[src/rtl/bus_sequencer.sv]
// Control sequencer for a two-register, single-bus datapath with an ALU (A/G latches).
// Decodes LOAD/MOV/ADD/SUB into per-step bus enables from the current state and the captured instruction.
module bus_sequencer #(
    parameter logic SUBCODE = 1'b1
) (
    input  logic       clk,
    input  logic       rst,
    input  logic       start,
    input  logic [3:0] instr,
    output logic       busy,
    output logic       done,
    output logic       R0in,
    output logic       R1in,
    output logic       R0out,
    output logic       R1out,
    output logic       Ain,
    output logic       Gin,
    output logic       Gout,
    output logic       Extern,
    output logic       AddSub
);

    typedef enum logic [1:0] {
        IDLE = 2'd0,
        T1   = 2'd1,
        T2   = 2'd2,
        T3   = 2'd3
    } state_t;

    localparam logic [1:0] OP_LOAD = 2'b00;
    localparam logic [1:0] OP_MOV  = 2'b01;
    localparam logic [1:0] OP_ADD  = 2'b10;
    localparam logic [1:0] OP_SUB  = 2'b11;

    state_t     r_state;
    state_t     w_next;
    logic [3:0] r_ir;
    logic [1:0] w_op;
    logic       w_rx;
    logic       w_ry;

    assign w_op = r_ir[3:2];
    assign w_rx = r_ir[1];
    assign w_ry = r_ir[0];

    // The instruction register only loads on an accepted start, so it stays fixed for the whole instruction.
    always_ff @(posedge clk) begin
        if (rst) begin
            r_state <= IDLE;
            r_ir    <= 4'b0000;
        end else begin
            r_state <= w_next;
            if (r_state == IDLE && start) begin
                r_ir <= instr;
            end
        end
    end

    always_comb begin
        w_next = IDLE;
        busy   = 1'b0;
        done   = 1'b0;
        R0in   = 1'b0;
        R1in   = 1'b0;
        R0out  = 1'b0;
        R1out  = 1'b0;
        Ain    = 1'b0;
        Gin    = 1'b0;
        Gout   = 1'b0;
        Extern = 1'b0;
        AddSub = 1'b0;

        case (r_state)
            IDLE: begin
                w_next = start ? T1 : IDLE;
            end

            T1: begin
                busy = 1'b1;
                case (w_op)
                    OP_LOAD: begin
                        Extern = 1'b1;
                        R0in   = ~w_rx;
                        R1in   = w_rx;
                        done   = 1'b1;
                        w_next = IDLE;
                    end
                    OP_MOV: begin
                        R0out  = ~w_ry;
                        R1out  = w_ry;
                        R0in   = ~w_rx;
                        R1in   = w_rx;
                        done   = 1'b1;
                        w_next = IDLE;
                    end
                    default: begin
                        R0out  = ~w_rx;
                        R1out  = w_rx;
                        Ain    = 1'b1;
                        w_next = T2;
                    end
                endcase
            end

            // T2/T3 are only meaningful for ALU ops; any other op there falls back to IDLE with no enables.
            T2: begin
                busy = 1'b1;
                if (w_op == OP_ADD || w_op == OP_SUB) begin
                    R0out  = ~w_ry;
                    R1out  = w_ry;
                    Gin    = 1'b1;
                    AddSub = (w_op == OP_SUB) ? SUBCODE : ~SUBCODE;
                    w_next = T3;
                end
            end

            T3: begin
                busy = 1'b1;
                if (w_op == OP_ADD || w_op == OP_SUB) begin
                    Gout = 1'b1;
                    R0in = ~w_rx;
                    R1in = w_rx;
                    done = 1'b1;
                end
            end

            default: begin
                w_next = IDLE;
            end
        endcase
    end

endmodule

[config.mk]
export PLATFORM = sky130hd
export DESIGN_NAME = bus_sequencer
export DESIGN_NICKNAME = d
export VERILOG_FILES = /design/src/rtl/bus_sequencer.sv
export SDC_FILE = /design/constraint.sdc
export NUM_CORES = 1
export LEC_CHECK = 0
export ABC_AREA = 1
export CAP_MARGIN = 25
export CORE_AREA = 3 3 40 42
export DETAILED_ROUTE_END_ITERATION = 6
export DIE_AREA = 0 0 43 45
export HOLD_SLACK_MARGIN = 0.02
export PLACE_DENSITY = 0.61
export SYNTH_ARGS = -nofsm -noshare
export SYNTH_HDL_FRONTEND = slang
export SYNTH_SLANG_ARGS = --single-unit
[constraint.sdc]
create_clock -name clk -period 0.93 [get_ports clk]
set_input_delay 0.1395 -clock clk [delete_from_list [all_inputs] [get_ports clk]]
set_output_delay 0.1395 -clock clk [all_outputs]
set_load 0.01 [all_outputs]
==> results of run 1 <==
==> synth_stat cells <==
cell and n:
a211oi_1 1, a211oi_2 1, a21oi_1 6, clkinv_1 2, dfxtp_1 6, ha_1 5
inv_1 10, nand2_1 8, nand2_2 3, nand3_1 1, nor2_1 5, nor3_1 2
o21ai_0 4
==> metal layers <==
metal	GRT usage, %	up-vias	part of all wire, %
met2	24.9	13	52
li1	-	251	-
met1	15.7	206	41
met5	0	-	0
met3	2.79	4	5.6
met4	9.04	0	1.9
==> area by class of cell <==
type                            instances  area (um2)
Tap cell                               15        18.8
Fill cell                             104         384
Timing Repair Buffer                   34         300
Multi-Input combinational cell         37         368
Clock buffer                            3        22.5
Sequential cell                         6         131
Inverter                               12        60.1
==> worst max path at each step <==
stage	to	start	slack, ns
3_5_place_dp	R1out	r_state[1]	-0.65
2_1_floorplan	R1out	r_state[1]	-0.13
5_1_grt	R0out	r_state[1]	-0.57
6_report	R1out	r_state[0]	-0.48
4_1_cts	R1out	r_state[1]	-0.50
3_3_place_gp	R1out	r_state[1]	-0.64
==> worst max-delay path, stage by stage (launching register included) <==
cell and delay, ns:
dfxtp_4 0.39, inv_4 0.05, ha_1 0.29, inv_1 0.07, a21oi_2 0.09, buf_2 0.13
==> cells by family (layout without fill, tap and decap cells) <==
family | Yosys count | in the layout | synth area share, %
buffers and inverters | 12 | 49 | 11.8
AOI/OAI and AO/OA | 12 | 12 | 18.4
adders and majority gates | 5 | 5 | 16.4
and+or+nand+nor | 19 | 20 | 21.7
DFF | 6 | 6 | 31.6
==> sequential cells by signal (all words and copies together), names as in the netlist <==
name     flops
r_state      2
r_ir         4
==> through the flow <==
| stage | setup TNS [ns] | total power, uW | hold slack [ns] |
|---|---|---|---|
| finish | -5.61 | 807 | 0.503 |
| global route | -6.67 | 864 | 0.538 |
| CTS | -5.62 | 791 | 0.497 |
| detailed placement | -7.68 | 520 | 0.556 |
| global placement | -7.35 | 516 | 0.561 |
| floorplan | -0.825 | 405 | 0.195 |
==> timing repair <==
| item | CTS | global route |
|---|---|---|
| gates resized for setup | 67 | 5 |
| endpoints found under the hold margin | 0 | 0 |
| pin swaps | 10 | 3 |
| endpoints found under the setup margin | 17 | 17 |
| gates cloned | 1 | 0 |
| buffers inserted | 2 | 6 |
==> power by group through the flow <==
stage               Combinational, uW  Sequential (uW)  Clock (uW)
floorplan                         105              300           0
global placement                  215              300           0
detailed placement                219              302           0
CTS                               243              303         245
global route                      298              299         267
finish                            275              297         236
==> results.yml, run 1 <==
place:
  postPlaceCellArea_um2: 761
  place.gp.congestion: 0.672
  portBuffers: 17
  dp_hpwl_um: 858
  placed_cells: 97
  preCtsSetupSlack_ns: -0.653
finish:
  final_cell_mix: "buf_6 (11), buf_4 (10), inv_1 (7), clkdlybuf4s50_1 (6), buf_2 (6)"
  diodes: 0
  final_common_cell: "buf_6"
  drive_gt1_share_pct: 68.5
  final_util_pct: 70.1
  syn_to_final_growth_pct: 137
  nNetsFinal: 106
  finalInstanceArea_um2: 901
  final_cells: 107
setup_path:
  worstRegToRegCells: 6
  worst_r2r_endpoint: "r_ir[3]"
  path_class: "flip-flop to output pin"
  cp-end-kind: "output pin"
  r2r_setup_slack_ns: -0.23
  worstPathRequired_ns: 0.79
  start_kind: "flip-flop"
  cp_max_fo: 4
  worstPathArrival_ns: 1.27
  r2r_start: "r_state[0]"
sta:
  finClkSkew_ns: 0.00550
  relSlewSlack_pct: 79.2
  maxClockFrequency_mhz: 710
  period_minus_slack_ns: 1.41
  finalSetupViolCount: 17
  setup_ws_ns: -0.478
  period_share_pct: 151
  hold_viol: 0
  rsz0062_at_grt: "true"
  final-max-slew-violation-count: 0
  tightest_slew_ns: 0.312
power_and_ir_drop:
  p_int_uw: 564
  vdd_drop_max_mv: 0.567
  switching_share_pct: 30.1
  power_frac_seq_pct: 36.7
  power_frac_comb_pct: 34.0
  clkPwrFrac_pct: 29.2
  p_leak_uw: 0.000438
  switching_power_uw: 243
  p_per_area_mw_per_mm2: 896
clock_tree:
  cts_max_level: 1
  clk_pin_slew_ns: 0.05
  cts_hold_buffers: 0
  clockBufferDepth: 2
  clockRootBuffer: "clkbuf_4"
  clock_sinks: 6
  tritoncts: "done"
  clkLatencyLatePin_ns: 0.24
  cts-buffers-inserted: 3
floorplanning:
  die_area_mm2: 0.00194
  die_h_um: 45
  rows: 13
  coreArea_mm2: 0.00128
  start_util_pct: 29.6
  fp.dieW_um: 43
  io_pins: 18
global_routing:
  antenna_found_initial: 0
  grt_pass1_wl_mm: 2.00
  grt_pass1_vias: 490
  grt_max_degree: 6
  grt_usage_pct: 14.2
  overflow: 0
flow_run:
  maxCapViolCount: 0
worst_hold_path:
  hold_path_class: "input port to flip-flop"
  worstHoldStart: "instr[2]"
  min_path_cells: 3
  worstHoldEndpoint: "r_ir[2]"
synth:
  synthCells: 54
  synth_cell_type_count: 13
  synth_seq_cells: 6
  yosys_warnings: 0
  yosysTopAreaCell: "dfxtp_1"
  yosys-top-cells-area: "dfxtp_1 (32%), ha_1 (16%), inv_1 (9.9%)"
  synth.cell_area_um2: 380
  ys_seq_area_share_pct: 31.6
  syn-num-nets: 66
  synth_top_area_share_pct: 31.6
  synth_area_per_cell_um2: 7.04
detailed_routing:
  first_pass_iters: 3
  wl_per_cell_um: 10.9
  drc: 0
  routed_wl_mm: 1.16
  vias_per_cell: 4.43
  final_antenna_net_count: 0
  drt_iter0_markers: 2
  via_count: 474
status:
  status: "complete, but fails checks"
  failed_checks: "setup timing"
(Power assumes the default switching activity.)
==> inputs of run 2 (changes only) <==
PLACE_DENSITY = 0.58   (was 0.61)
clock period = 1.3 ns   (was 0.93 ns; I/O delays follow)
==> run 2 against run 1 <==
  * The run still ends with setup timing left
  * Clock-buffer cell count unchanged
  * Power decreased by 37%
  * Largest cell class unchanged
  * Cell count decreased by 9.3%
  * Die area unchanged
  * Setup slack improved by 0.31 ns
  * Clock power decreased by 30%
  * Critical path type unchanged
  * Critical endpoint unchanged
  * Wire length decreased by 13%
  * Sequential cell count unchanged
  * Utilization decreased by 15 points
  * Highest routed layer unchanged
  * Global-route usage decreased by 2.9 points
==> results.yml, run 2 (same netlist as run 1, synthesis figures left out) <==
finish:
  final_common_cell: "buf_2"
  final_cell_mix: "buf_2 (8), inv_1 (7)"
  largest_reg_flops: 4
  diodes: 0
  regMostFlops: "r_ir"
  top_regs: "r_ir: 4 flops, r_state: 2 flops"
  final_util_pct: 55.3
  fillers: 139
  final_cells: 97
  drive_gt1_share_pct: 53.7
  syn_to_final_growth_pct: 86.8
  nNetsFinal: 96
  finalInstanceArea_um2: 711
clock_tree:
  cts-buffers-inserted: 3
  clk_pin_slew_ns: 0.04
  clock_sinks: 6
  clkLatencyLatePin_ns: 0.24
  clockRootBuffer: "clkbuf_4"
  cts_hold_buffers: 0
  cts_max_level: 1
  clockBufferDepth: 2
  tritoncts: "done"
detailed_routing:
  first_pass_iters: 4
  routed_wl_mm: 1.01
  drt_iter0_markers: 6
  vias_per_cell: 4.36
  final_antenna_net_count: 0
  via_count: 423
  wl_per_cell_um: 10.4
  drc: 0
setup_path:
  cp-end-kind: "output pin"
  worstRegToRegCells: 6
  start_kind: "flip-flop"
  worstPathCellList: "inv_4 -> ha_4 -> nand2_2 -> clkinv_2 -> nand2_1 -> a21oi_1 -> buf_2"
  cp_slowest_cell: "dfxtp_4"
  cp_max_fo: 4
  worst_path_largest_cell_delay_ns: 0.37
  worstPathRequired_ns: 1.11
  worstPathArrival_ns: 1.27
  path_class: "flip-flop to output pin"
  r2r_setup_slack_ns: 0.09
worst_hold_path:
  hold_path_class: "flip-flop to flip-flop"
  min_path_cells: 2
sta:
  setup_ws_ns: -0.168
  period_minus_slack_ns: 1.47
  setup_tns_ns: -0.858
  finClkSkew_ns: 0.000751
  rsz0062_at_grt: "true"
  whs_ns: 0.476
  tightest_slew_ns: 0.181
  period_share_pct: 113
  final-max-slew-violation-count: 0
  relSlewSlack_pct: 87.9
  finalSetupViolCount: 9
  hold_viol: 0
  maxClockFrequency_mhz: 681
power_and_ir_drop:
  switching_share_pct: 27.6
  clkPwrFrac_pct: 32.6
  p_leak_uw: 0.000347
  p_per_area_mw_per_mm2: 713
  power_frac_seq_pct: 42.3
  switching_power_uw: 140
  power_frac_comb_pct: 25.1
  vdd_drop_max_mv: 0.444
  p_int_uw: 367
place:
  placed_cells: 93
  portBuffers: 17
  dp_hpwl_um: 731
  postPlaceCellArea_um2: 622
  place.gp.congestion: 0.739
floorplanning:
  fp.dieW_um: 43
  start_util_pct: 29.6
  die_area_mm2: 0.00194
  coreArea_mm2: 0.00128
  die_h_um: 45
  io_pins: 18
  rows: 13
global_routing:
  antenna_found_initial: 0
  grt_pass1_wl_mm: 1.53
  grt_usage_pct: 11.2
  grt_max_degree: 10
  grt_pass1_vias: 367
  overflow: 0
status:
  status: "complete, but fails checks"
  failed_checks: "setup timing"
flow_run:
  maxCapViolCount: 0
-- run 2: changes by cell type in the layout (fill, tap and decap cells not counted), moves of 2 or more --
cell,previous run,this run
nor2_1,0,2
nand2_1,3,6
clkinv_2,0,2
nand2_4,4,2
buf_4,10,6
buf_6,11,4
o21ai_0,0,4
clkinv_4,2,0
buf_2,6,8
a21oi_2,2,0
o21ai_1,4,0
nor3_4,2,0
a21oi_1,4,6
-- run 2: area by class of cell --
cell class / instances / area (um2) / share of cell area (%)
multi-input combinational: 36 / 290 / 40.8
timing repair buffer: 25 / 195 / 27.5
sequential: 6 / 131 / 18.5
inverter: 12 / 52.6 / 7.39
clock buffer: 3 / 22.5 / 3.17
tap: 15 / 18.8 / 2.64
-- run 2: worst max-delay path: cells and delay by family (launching register included) --
family                     cells  cell delay [ns]
adders and majority gates      1             0.15
AOI/OAI and AO/OA              1             0.13
buffers and inverters          3             0.27
DFF                            1             0.37
and+or+nand+nor                2             0.10
-- run 2: routing by layer --
metal  GRT usage [%]  wire, um
met5               0         0
met4            7.23        15
met3            3.98        71
met2            17.7       481
met1            13.0       444
-- run 2: power groups by stage --
stage          logic, uW  clock network [uW]  registers, uW
3_3_place_gp         120                   0            212
3_5_place_dp         120                   0            213
5_1_grt              141                 183            216
4_1_cts              122                 174            211
2_1_floorplan       52.4                   0            210
6_report             127                 165            214
-- run 2: final timing paths --
kind	startpoint	to
setup / recovery	r_state[1]	R1out
hold / removal	r_ir[0]	r_ir[0]
setup reg to reg	r_state[1]	r_state[1]
hold reg to reg	r_ir[0]	r_ir[0]
-- run 2: per-stage QoR --
stage,setup slack [ns],power [uW]
finish,-0.168,507
global route,-0.231,540
CTS,-0.191,507
detailed placement,-0.420,333
global placement,-0.368,332
floorplan,0.0821,263
-- run 2: timing repair --
item	CTS	global route
setup buffers	1	0
pin swaps	6	4
resized for setup	65	11
setup endpoints to repair	11	11
